<file path="src/rtl/cache_access_sequencer_if.sv">
// Cache-side request port of cache_access_sequencer: address/data/strobes out, stall/data back.
interface cache_access_sequencer_if #(
   parameter int unsigned address_width = 10,
   parameter int unsigned WIDTH         = 32
) ();
   logic [address_width-1:0] WordAddress;
   logic [WIDTH-1:0]         DataIn;
   logic                     mem_read;
   logic                     mem_write;
   logic                     stall;
   logic [WIDTH-1:0]         DataOut;

   modport master (
      output WordAddress, DataIn, mem_read, mem_write,
      input  stall, DataOut
   );

   modport slave (
      input  WordAddress, DataIn, mem_read, mem_write,
      output stall, DataOut
   );
endinterface

</file>
<file path="src/rtl/cache_access_sequencer.sv">
// Self-timed load/store sequencer driving a stalling cache port from a small program store.
// Optional statistics counters are built only when SEQ_STATS_EN is defined.
module cache_access_sequencer #(
   parameter int unsigned address_width = 10,
   parameter int unsigned WIDTH         = 32,
   parameter int unsigned DEPTH         = 16,
   parameter int unsigned TIMEOUT       = 255,
   localparam int unsigned PW           = $clog2(DEPTH)
) (
   input  logic                     clk,
   input  logic                     reset,
   input  logic                     i_prog_we,
   input  logic [PW-1:0]            i_prog_idx,
   input  logic [1:0]               i_prog_op,
   input  logic [address_width-1:0] i_prog_addr,
   input  logic [WIDTH-1:0]         i_prog_data,
   input  logic                     i_start,
   cache_access_sequencer_if.master cache,
   output logic                     o_busy,
   output logic                     o_done,
   output logic                     o_error,
   output logic                     o_rd_valid,
   output logic [WIDTH-1:0]         o_rd_data,
   output logic [PW-1:0]            o_rd_idx,
   output logic [15:0]              o_miss_count,
   output logic [15:0]              o_stall_cycles
);
   localparam int unsigned EW = 2 + address_width + WIDTH;

   localparam logic [2:0] S_IDLE  = 3'd0;
   localparam logic [2:0] S_FETCH = 3'd1;
   localparam logic [2:0] S_ISSUE = 3'd2;
   localparam logic [2:0] S_WAIT  = 3'd3;
   localparam logic [2:0] S_DONE  = 3'd4;

   localparam logic [1:0] OP_READ  = 2'b01;
   localparam logic [1:0] OP_WRITE = 2'b10;

   logic [EW-1:0]            r_mem [DEPTH];
   logic [2:0]               r_state;
   logic [2:0]               w_state_next;
   logic [PW-1:0]            r_ptr;
   logic [1:0]               r_op;
   logic [address_width-1:0] r_addr;
   logic [WIDTH-1:0]         r_wdata;
   logic [7:0]               r_stall_cnt;
   logic                     r_error;
   logic                     r_done;
   logic                     r_rd_valid;
   logic [WIDTH-1:0]         r_rd_data;
   logic [PW-1:0]            r_rd_idx;

   logic [EW-1:0]            w_entry;
   logic [1:0]               w_entry_op;
   logic                     w_start;
   logic                     w_stall_hit;
   logic                     w_timeout;
   logic                     w_complete;
   logic                     w_last;

   assign w_entry     = r_mem[r_ptr];
   assign w_entry_op  = w_entry[EW-1 -: 2];
   assign w_start     = (r_state == S_IDLE) && i_start;
   assign w_stall_hit = (r_state == S_WAIT) && cache.stall;
   assign w_timeout   = w_stall_hit && (r_stall_cnt == 8'(TIMEOUT - 1));
   assign w_complete  = (r_state == S_WAIT) && !cache.stall;
   assign w_last      = (r_ptr == PW'(DEPTH - 1));

   // Program store is only writable while idle and is deliberately not reset.
   always_ff @(posedge clk) begin
      if (i_prog_we && (r_state == S_IDLE)) begin
         r_mem[i_prog_idx] <= {i_prog_op, i_prog_addr, i_prog_data};
      end
   end

   always_comb begin
      w_state_next = r_state;
      case (r_state)
         S_IDLE:  if (i_start) w_state_next = S_FETCH;
         S_FETCH: w_state_next = ((w_entry_op == OP_READ) || (w_entry_op == OP_WRITE)) ?
                                 S_ISSUE : S_DONE;
         S_ISSUE: w_state_next = S_WAIT;
         S_WAIT: begin
            if (!cache.stall)   w_state_next = w_last ? S_DONE : S_FETCH;
            else if (w_timeout) w_state_next = S_DONE;
         end
         S_DONE:  w_state_next = S_IDLE;
         default: w_state_next = S_IDLE;
      endcase
   end

   always_ff @(posedge clk) begin
      if (reset) begin
         r_state     <= S_IDLE;
         r_ptr       <= '0;
         r_op        <= '0;
         r_addr      <= '0;
         r_wdata     <= '0;
         r_stall_cnt <= '0;
         r_error     <= 1'b0;
         r_done      <= 1'b0;
         r_rd_valid  <= 1'b0;
         r_rd_data   <= '0;
         r_rd_idx    <= '0;
      end else begin
         r_state    <= w_state_next;
         r_done     <= (r_state == S_DONE);
         r_rd_valid <= w_complete && (r_op == OP_READ);
         if (w_start) begin
            r_ptr   <= '0;
            r_error <= 1'b0;
         end
         if (r_state == S_FETCH) begin
            r_op    <= w_entry_op;
            r_addr  <= w_entry[WIDTH +: address_width];
            r_wdata <= w_entry[WIDTH-1:0];
         end
         if (r_state == S_ISSUE) r_stall_cnt <= '0;
         if (w_stall_hit) r_stall_cnt <= r_stall_cnt + 8'd1;
         if (w_timeout) r_error <= 1'b1;
         if (w_complete) begin
            if (r_op == OP_READ) begin
               r_rd_data <= cache.DataOut;
               r_rd_idx  <= r_ptr;
            end
            if (!w_last) r_ptr <= r_ptr + PW'(1);
         end
      end
   end

`ifdef SEQ_STATS_EN
   logic [15:0] r_miss_count;
   logic [15:0] r_stall_cycles;

   always_ff @(posedge clk) begin
      if (reset || w_start) begin
         r_miss_count   <= '0;
         r_stall_cycles <= '0;
      end else begin
         if (w_stall_hit && (r_stall_cycles != 16'hFFFF)) begin
            r_stall_cycles <= r_stall_cycles + 16'd1;
         end
         // A completion counts as a miss if its WAIT saw any stall cycle.
         if (w_complete && (r_stall_cnt != 8'd0) && (r_miss_count != 16'hFFFF)) begin
            r_miss_count <= r_miss_count + 16'd1;
         end
      end
   end

   assign o_miss_count   = r_miss_count;
   assign o_stall_cycles = r_stall_cycles;
`else
   assign o_miss_count   = 16'd0;
   assign o_stall_cycles = 16'd0;
`endif

   assign cache.WordAddress = r_addr;
   assign cache.DataIn      = r_wdata;
   assign cache.mem_read    = (r_state == S_ISSUE) && (r_op == OP_READ);
   assign cache.mem_write   = (r_state == S_ISSUE) && (r_op == OP_WRITE);

   assign o_busy     = (r_state != S_IDLE);
   assign o_done     = r_done;
   assign o_error    = r_error;
   assign o_rd_valid = r_rd_valid;
   assign o_rd_data  = r_rd_data;
   assign o_rd_idx   = r_rd_idx;
endmodule

</file>
<file path="src/flat_wrapper.sv">
// flat-port wrapper written by rule: the top's interface ports become plain ports
module cache_access_sequencer_flat 
#(
   parameter int unsigned address_width = 10,
   parameter int unsigned WIDTH         = 32,
   parameter int unsigned DEPTH         = 16,
   parameter int unsigned TIMEOUT       = 255,
   localparam int unsigned PW           = $clog2(DEPTH)
)
  (clk, reset, i_prog_we, i_prog_idx, i_prog_op, i_prog_addr, i_prog_data, i_start, o_busy, o_done, o_error, o_rd_valid, o_rd_data, o_rd_idx, o_miss_count, o_stall_cycles, cache_WordAddress, cache_DataIn, cache_mem_read, cache_mem_write, cache_stall, cache_DataOut);
  cache_access_sequencer_if #(.address_width(address_width), .WIDTH(WIDTH)) cache_i ();
  input  logic clk;
  input  logic reset;
  input  logic i_prog_we;
  input  logic [PW-1:0] i_prog_idx;
  input  logic [1:0] i_prog_op;
  input  logic [address_width-1:0] i_prog_addr;
  input  logic [WIDTH-1:0] i_prog_data;
  input  logic i_start;
  output logic o_busy;
  output logic o_done;
  output logic o_error;
  output logic o_rd_valid;
  output logic [WIDTH-1:0] o_rd_data;
  output logic [PW-1:0] o_rd_idx;
  output logic [15:0] o_miss_count;
  output logic [15:0] o_stall_cycles;
  output wire logic [$bits(cache_i.WordAddress)-1:0] cache_WordAddress;
  output wire logic [$bits(cache_i.DataIn)-1:0] cache_DataIn;
  output wire logic [$bits(cache_i.mem_read)-1:0] cache_mem_read;
  output wire logic [$bits(cache_i.mem_write)-1:0] cache_mem_write;
  input wire logic [$bits(cache_i.stall)-1:0] cache_stall;
  input wire logic [$bits(cache_i.DataOut)-1:0] cache_DataOut;
  assign cache_WordAddress = cache_i.WordAddress;
  assign cache_DataIn = cache_i.DataIn;
  assign cache_mem_read = cache_i.mem_read;
  assign cache_mem_write = cache_i.mem_write;
  assign cache_i.stall = cache_stall;
  assign cache_i.DataOut = cache_DataOut;
  cache_access_sequencer #(.address_width(address_width), .WIDTH(WIDTH), .DEPTH(DEPTH), .TIMEOUT(TIMEOUT)) u_core (.clk(clk), .reset(reset), .i_prog_we(i_prog_we), .i_prog_idx(i_prog_idx), .i_prog_op(i_prog_op), .i_prog_addr(i_prog_addr), .i_prog_data(i_prog_data), .i_start(i_start), .cache(cache_i), .o_busy(o_busy), .o_done(o_done), .o_error(o_error), .o_rd_valid(o_rd_valid), .o_rd_data(o_rd_data), .o_rd_idx(o_rd_idx), .o_miss_count(o_miss_count), .o_stall_cycles(o_stall_cycles));
endmodule
</file>
<file path="config.mk">
export PLATFORM = sky130hd
export DESIGN_NAME = cache_access_sequencer_flat
export DESIGN_NICKNAME = d
export VERILOG_FILES = /design/src/rtl/cache_access_sequencer_if.sv /design/src/rtl/cache_access_sequencer.sv /design/src/flat_wrapper.sv
export SDC_FILE = /design/constraint.sdc
export NUM_CORES = 1
export LEC_CHECK = 0
export BUFFER_PORTS_ARGS = -buffer_cell sky130_fd_sc_hd__buf_2
export CAP_MARGIN = 0
export CORE_MARGIN = 3
export CORE_UTILIZATION = 39
export CTS_CLUSTER_DIAMETER = 50
export DETAILED_ROUTE_END_ITERATION = 16
export HOLD_SLACK_MARGIN = 0.05
export MAX_ROUTING_LAYER = met4
export PLACE_DENSITY = 0.62
export RECOVER_POWER = 25
export SETUP_SLACK_MARGIN = 0.4
export SLEW_MARGIN = 20
export SYNTH_ARGS = -nofsm -noshare
export SYNTH_HDL_FRONTEND = slang
export SYNTH_SLANG_ARGS = --single-unit
export TNS_END_PERCENT = 100
</file>
<file path="constraint.sdc">
create_clock -name clk -period 6.3 [get_ports clk]
set_input_delay 0.63 -clock clk [delete_from_list [all_inputs] [get_ports clk]]
set_output_delay 0.63 -clock clk [all_outputs]
set_load 0.02 [all_outputs]
</file>
==> run_summary.xml <==
<?xml version="1.0" encoding="UTF-8"?>
<metrics>
  <group name="run_status">
    <metric name="status" unit="">finished clean</metric>
  </group>
  <group name="sta">
    <metric name="slew_viol_final" unit="">0</metric>
    <metric name="tns" unit="ns">0</metric>
    <metric name="hold_violations" unit="">0</metric>
    <metric name="rsz0062_at_grt" unit="">no</metric>
    <metric name="finClkSkew" unit="ns">0.0299</metric>
    <metric name="achievable-frequency" unit="MHz">300</metric>
    <metric name="final_critical_path_time_including_i_o_delays_and_setup" unit="ns">3.33</metric>
    <metric name="max_slew.worst_pin.slew" unit="ns">1.00</metric>
    <metric name="fin_hold_ws" unit="ns">0.232</metric>
    <metric name="setup-violations-final" unit="">0</metric>
    <metric name="finalCritPeriodShare" unit="%">52.8</metric>
    <metric name="relSlewSlack" unit="%">33.0</metric>
  </group>
  <group name="worst_setup_path">
    <metric name="worstSetupEndpointType" unit="">flip-flop</metric>
    <metric name="worstPathArrival" unit="ns">3.60</metric>
    <metric name="worstPathMaxFanout" unit="">26</metric>
    <metric name="start_kind" unit="">flip-flop</metric>
    <metric name="worstPathRequired" unit="ns">6.57</metric>
    <metric name="criticalPathCategory" unit="">reg -&gt; reg</metric>
  </group>
  <group name="logic_synthesis">
    <metric name="synth_enable_flop_cells" unit="">704</metric>
    <metric name="synthTopCellsByArea" unit="">sky130_fd_sc_hd__edfxtp_1 (70%), sky130_fd_sc_hd__mux4_2 (16%), sky130_fd_sc_hd__dfxtp_1 (6.5%), sky130_fd_sc_hd__nand2_1 (1.6%), sky130_fd_sc_hd__a21oi_1 (0.87%)</metric>
    <metric name="synth.largest_area_cell" unit="">sky130_fd_sc_hd__edfxtp_1</metric>
    <metric name="syn-mean-instance-area" unit="sq um">20.3</metric>
    <metric name="ys_types" unit="">48</metric>
    <metric name="synthesis.area" unit="sq um">30400</metric>
    <metric name="postSynthCellCount" unit="">1497</metric>
    <metric name="synth_fa_ha_area_share" unit="%">0.124</metric>
    <metric name="synth.ff_latch_count" unit="">802</metric>
    <metric name="synth_flop_cell" unit="">sky130_fd_sc_hd__edfxtp_1</metric>
    <metric name="synth-xor-area-share" unit="%">0.0576</metric>
    <metric name="muxShareOfSynthArea" unit="%">16.3</metric>
    <metric name="synth_compound_gate_area_share" unit="%">2.04</metric>
    <metric name="simple_gate_area_share_of_the_yosys_netlist" unit="%">2.85</metric>
    <metric name="synthesis.yosys.warnings" unit="">0</metric>
    <metric name="fraction_of_the_yosys_area_taken_by_sequential_cells" unit="%">76.0</metric>
    <metric name="synthDominantCellAreaShare" unit="%">69.6</metric>
    <metric name="ys_async_sr_fraction" unit="%">0</metric>
    <metric name="synth_top_family_by_area" unit="">multiplexers</metric>
  </group>
  <group name="global_route">
    <metric name="groute.usage.overall" unit="%">17.5</metric>
    <metric name="first_global_vias" unit="">15400</metric>
    <metric name="pin_count_of_the_biggest_net_entering_global_routing" unit="">94</metric>
    <metric name="initial_antenna_violation_count" unit="">9</metric>
    <metric name="grt-ovfl-total" unit="">0</metric>
    <metric name="grt_first_pass_wirelength" unit="um">103000</metric>
  </group>
  <group name="clock_tree">
    <metric name="post-cts-setup-buffer-count" unit="">0</metric>
    <metric name="cts_resized" unit="">0</metric>
    <metric name="htree_num_levels" unit="">3</metric>
    <metric name="tritoncts_clock_tree" unit="">yes</metric>
    <metric name="cts-buffers-inserted" unit="">90</metric>
    <metric name="clk_path_buf_depth" unit="">3</metric>
    <metric name="clk_root_buffer_cell" unit="">sky130_fd_sc_hd__clkbuf_16</metric>
    <metric name="cts_hold_buffers" unit="">0</metric>
    <metric name="clock_sink_count" unit="">802</metric>
    <metric name="clock_insertion_delay_at_the_later_pin_of_the_skew_report" unit="ns">0.66</metric>
    <metric name="cts.reportedPaths.clkPinSlew" unit="ns">0.06</metric>
  </group>
  <group name="finish">
    <metric name="layout_common_cells" unit="">sky130_fd_sc_hd__edfxtp_1 (704), sky130_fd_sc_hd__mux4_2 (218), sky130_fd_sc_hd__buf_2 (132)</metric>
    <metric name="stdcell_count" unit="">2825</metric>
    <metric name="fill_cells" unit="">6391</metric>
    <metric name="design.final.nets" unit="">1798</metric>
    <metric name="synthToLayoutAreaGrowth" unit="%">16.1</metric>
    <metric name="final_common_cell" unit="">sky130_fd_sc_hd__edfxtp_1</metric>
    <metric name="post_route_cells_drive_above_1_share" unit="%">30.1</metric>
  </group>
  <group name="placed_design">
    <metric name="place.detailed.hpwl" unit="um">35700</metric>
    <metric name="numPortBuffers" unit="">168</metric>
    <metric name="dpl.cell_count" unit="">2648</metric>
    <metric name="gp_congestion" unit="">0.854</metric>
  </group>
  <group name="floorplan">
    <metric name="fp.coreArea" unit="sq um">76600</metric>
    <metric name="die_h" unit="um">285</metric>
    <metric name="die-area" unit="sq um">81300</metric>
    <metric name="die_width" unit="um">285</metric>
    <metric name="start_util" unit="%">39.7</metric>
    <metric name="io-pin-count" unit="">201</metric>
    <metric name="rows" unit="">101</metric>
  </group>
  <group name="routing">
    <metric name="finalWirelength" unit="um">68700</metric>
    <metric name="wl_per_cell" unit="um">24.3</metric>
    <metric name="routed-via-count" unit="">14900</metric>
    <metric name="detail_route.first_pass.iterations" unit="">5</metric>
    <metric name="ant_nets" unit="">0</metric>
    <metric name="drt-vias-per-instance" unit="">5.26</metric>
    <metric name="count_of_routing_violations_after_the_opening_detailed_route_iteration" unit="">1460</metric>
    <metric name="detail_route.drc_violations" unit="">0</metric>
  </group>
  <group name="pwr">
    <metric name="powerDensity" unit="nW/um^2">318</metric>
    <metric name="maximum_vdd_ir_drop" unit="mV">0.190</metric>
    <metric name="power.leakage" unit="nW">11.2</metric>
  </group>
  <group name="hold_path">
    <metric name="hold_path_class" unit="">in -&gt; reg</metric>
  </group>
  <group name="run">
    <metric name="maxCapViolations" unit="">0</metric>
  </group>
</metrics>
==> where the power goes <==
part | switching, mW | total [mW] | internal, mW
clock network | 2.13 | 5.03 | 2.90
registers | 0.0285 | 5.88 | 5.86
logic | 0.237 | 0.319 | 0.0822
total | 2.40 | 11.2 | 8.83
==> layer usage <==
metal | share of wire [%] | global-route usage [%] | wire, um
met2 | 49 | 27.9 | 34000
met3 | 7.2 | 3.55 | 4950
met5 | 0 | - | 0
met1 | 42 | 23.3 | 28700
met4 | 1.6 | 4.52 | 1080
==> synth_stat cells (all sizes together) (2+ instances only) <==
master and count:
nor2 34, and3 2, ha 3, clkbuf 46
dfxtp 98, mux4 218, nand2b 4, inv 34
clkinv 10, nor2b 5, a21oi 54, buf 60
nand4 3, xor2 2, and2 2, or3 3
nand3 5, o21ai 49, edfxtp 704, nor3 7
nor3b 4, mux2i 4, nand2 127
==> per-stage QoR <==
step | power (mW) | util, % | worst slack (ns) | instance area, sq um
2_1_floorplan | 6.16 | - | 1.45 | 30500
3_3_place_gp | 6.31 | 42.3 | 2.94 | 32400
3_5_place_dp | 6.32 | 42.3 | 2.96 | 32400
4_1_cts | 11.4 | 46.1 | 2.93 | 35300
5_1_grt | 11.6 | 46.1 | 2.69 | 35300
6_report | 11.2 | 46.1 | 2.97 | 35300
==> flip-flops by register name (all words and copies together) (netlist names), 2 cells and up <==
name                      cells
u_core.cache.DataIn          32
u_core.cache.WordAddress     10
u_core.o_rd_data             32
u_core.o_rd_idx               4
u_core.r_mem                704
u_core.r_op                   2
u_core.r_ptr                  4
u_core.r_stall_cnt            8
u_core.r_state                3
==> area by class of cell <==
type / count / area [sq um] / area share [%]
Multi-Input combinational cell: 576 / 6740 / 19.1
Clock inverter: 51 / 537 / 1.52
Antenna cell: 10 / 25.0 / 0.0709
Sequential cell: 802 / 23100 / 65.5
Tap cell: 1030 / 1290 / 3.65
Inverter: 44 / 165 / 0.468
Timing Repair Buffer: 196 / 1020 / 2.89
Clock buffer: 116 / 2390 / 6.77
==> worst max-delay path, stage by stage, from the launching register on <==
cell and delay (ns):
sky130_fd_sc_hd__dfxtp_1 0.41, sky130_fd_sc_hd__nor3_1 0.53, sky130_fd_sc_hd__nand2_1 0.20, sky130_fd_sc_hd__or3_1 0.50, sky130_fd_sc_hd__nor2_4 0.72, sky130_fd_sc_hd__buf_4 0.58
==> final timing paths <==
| kind | startpoint | slack [ns] | to | cells after the start |
|---|---|---|---|---|
| max | u_core.r_state[1]$_SDFFE_PP0P_ | 2.97 | u_core.r_mem[4][23]$_DFFE_PP_ | 5 |
| min | cache_DataOut[25] | 0.23 | u_core.o_rd_data[25]$_SDFFE_PP0P_ | 3 |
| max reg2reg | u_core.r_state[1]$_SDFFE_PP0P_ | 2.97 | u_core.r_mem[4][23]$_DFFE_PP_ | 5 |
| min reg2reg | u_core.cache.DataIn[25]$_SDFFE_PP0P_ | 0.44 | u_core.cache.DataIn[25]$_SDFFE_PP0P_ | 2 |
==> kinds of logic after synthesis <==
kind of cell	after synthesis
mux	222
compound gates	115
flops	802
other cells	1
fa+ha+maj	3
simple gates	202
xor+xnor	2
buf+inv	150
Power figures use the tool's default switching activity.
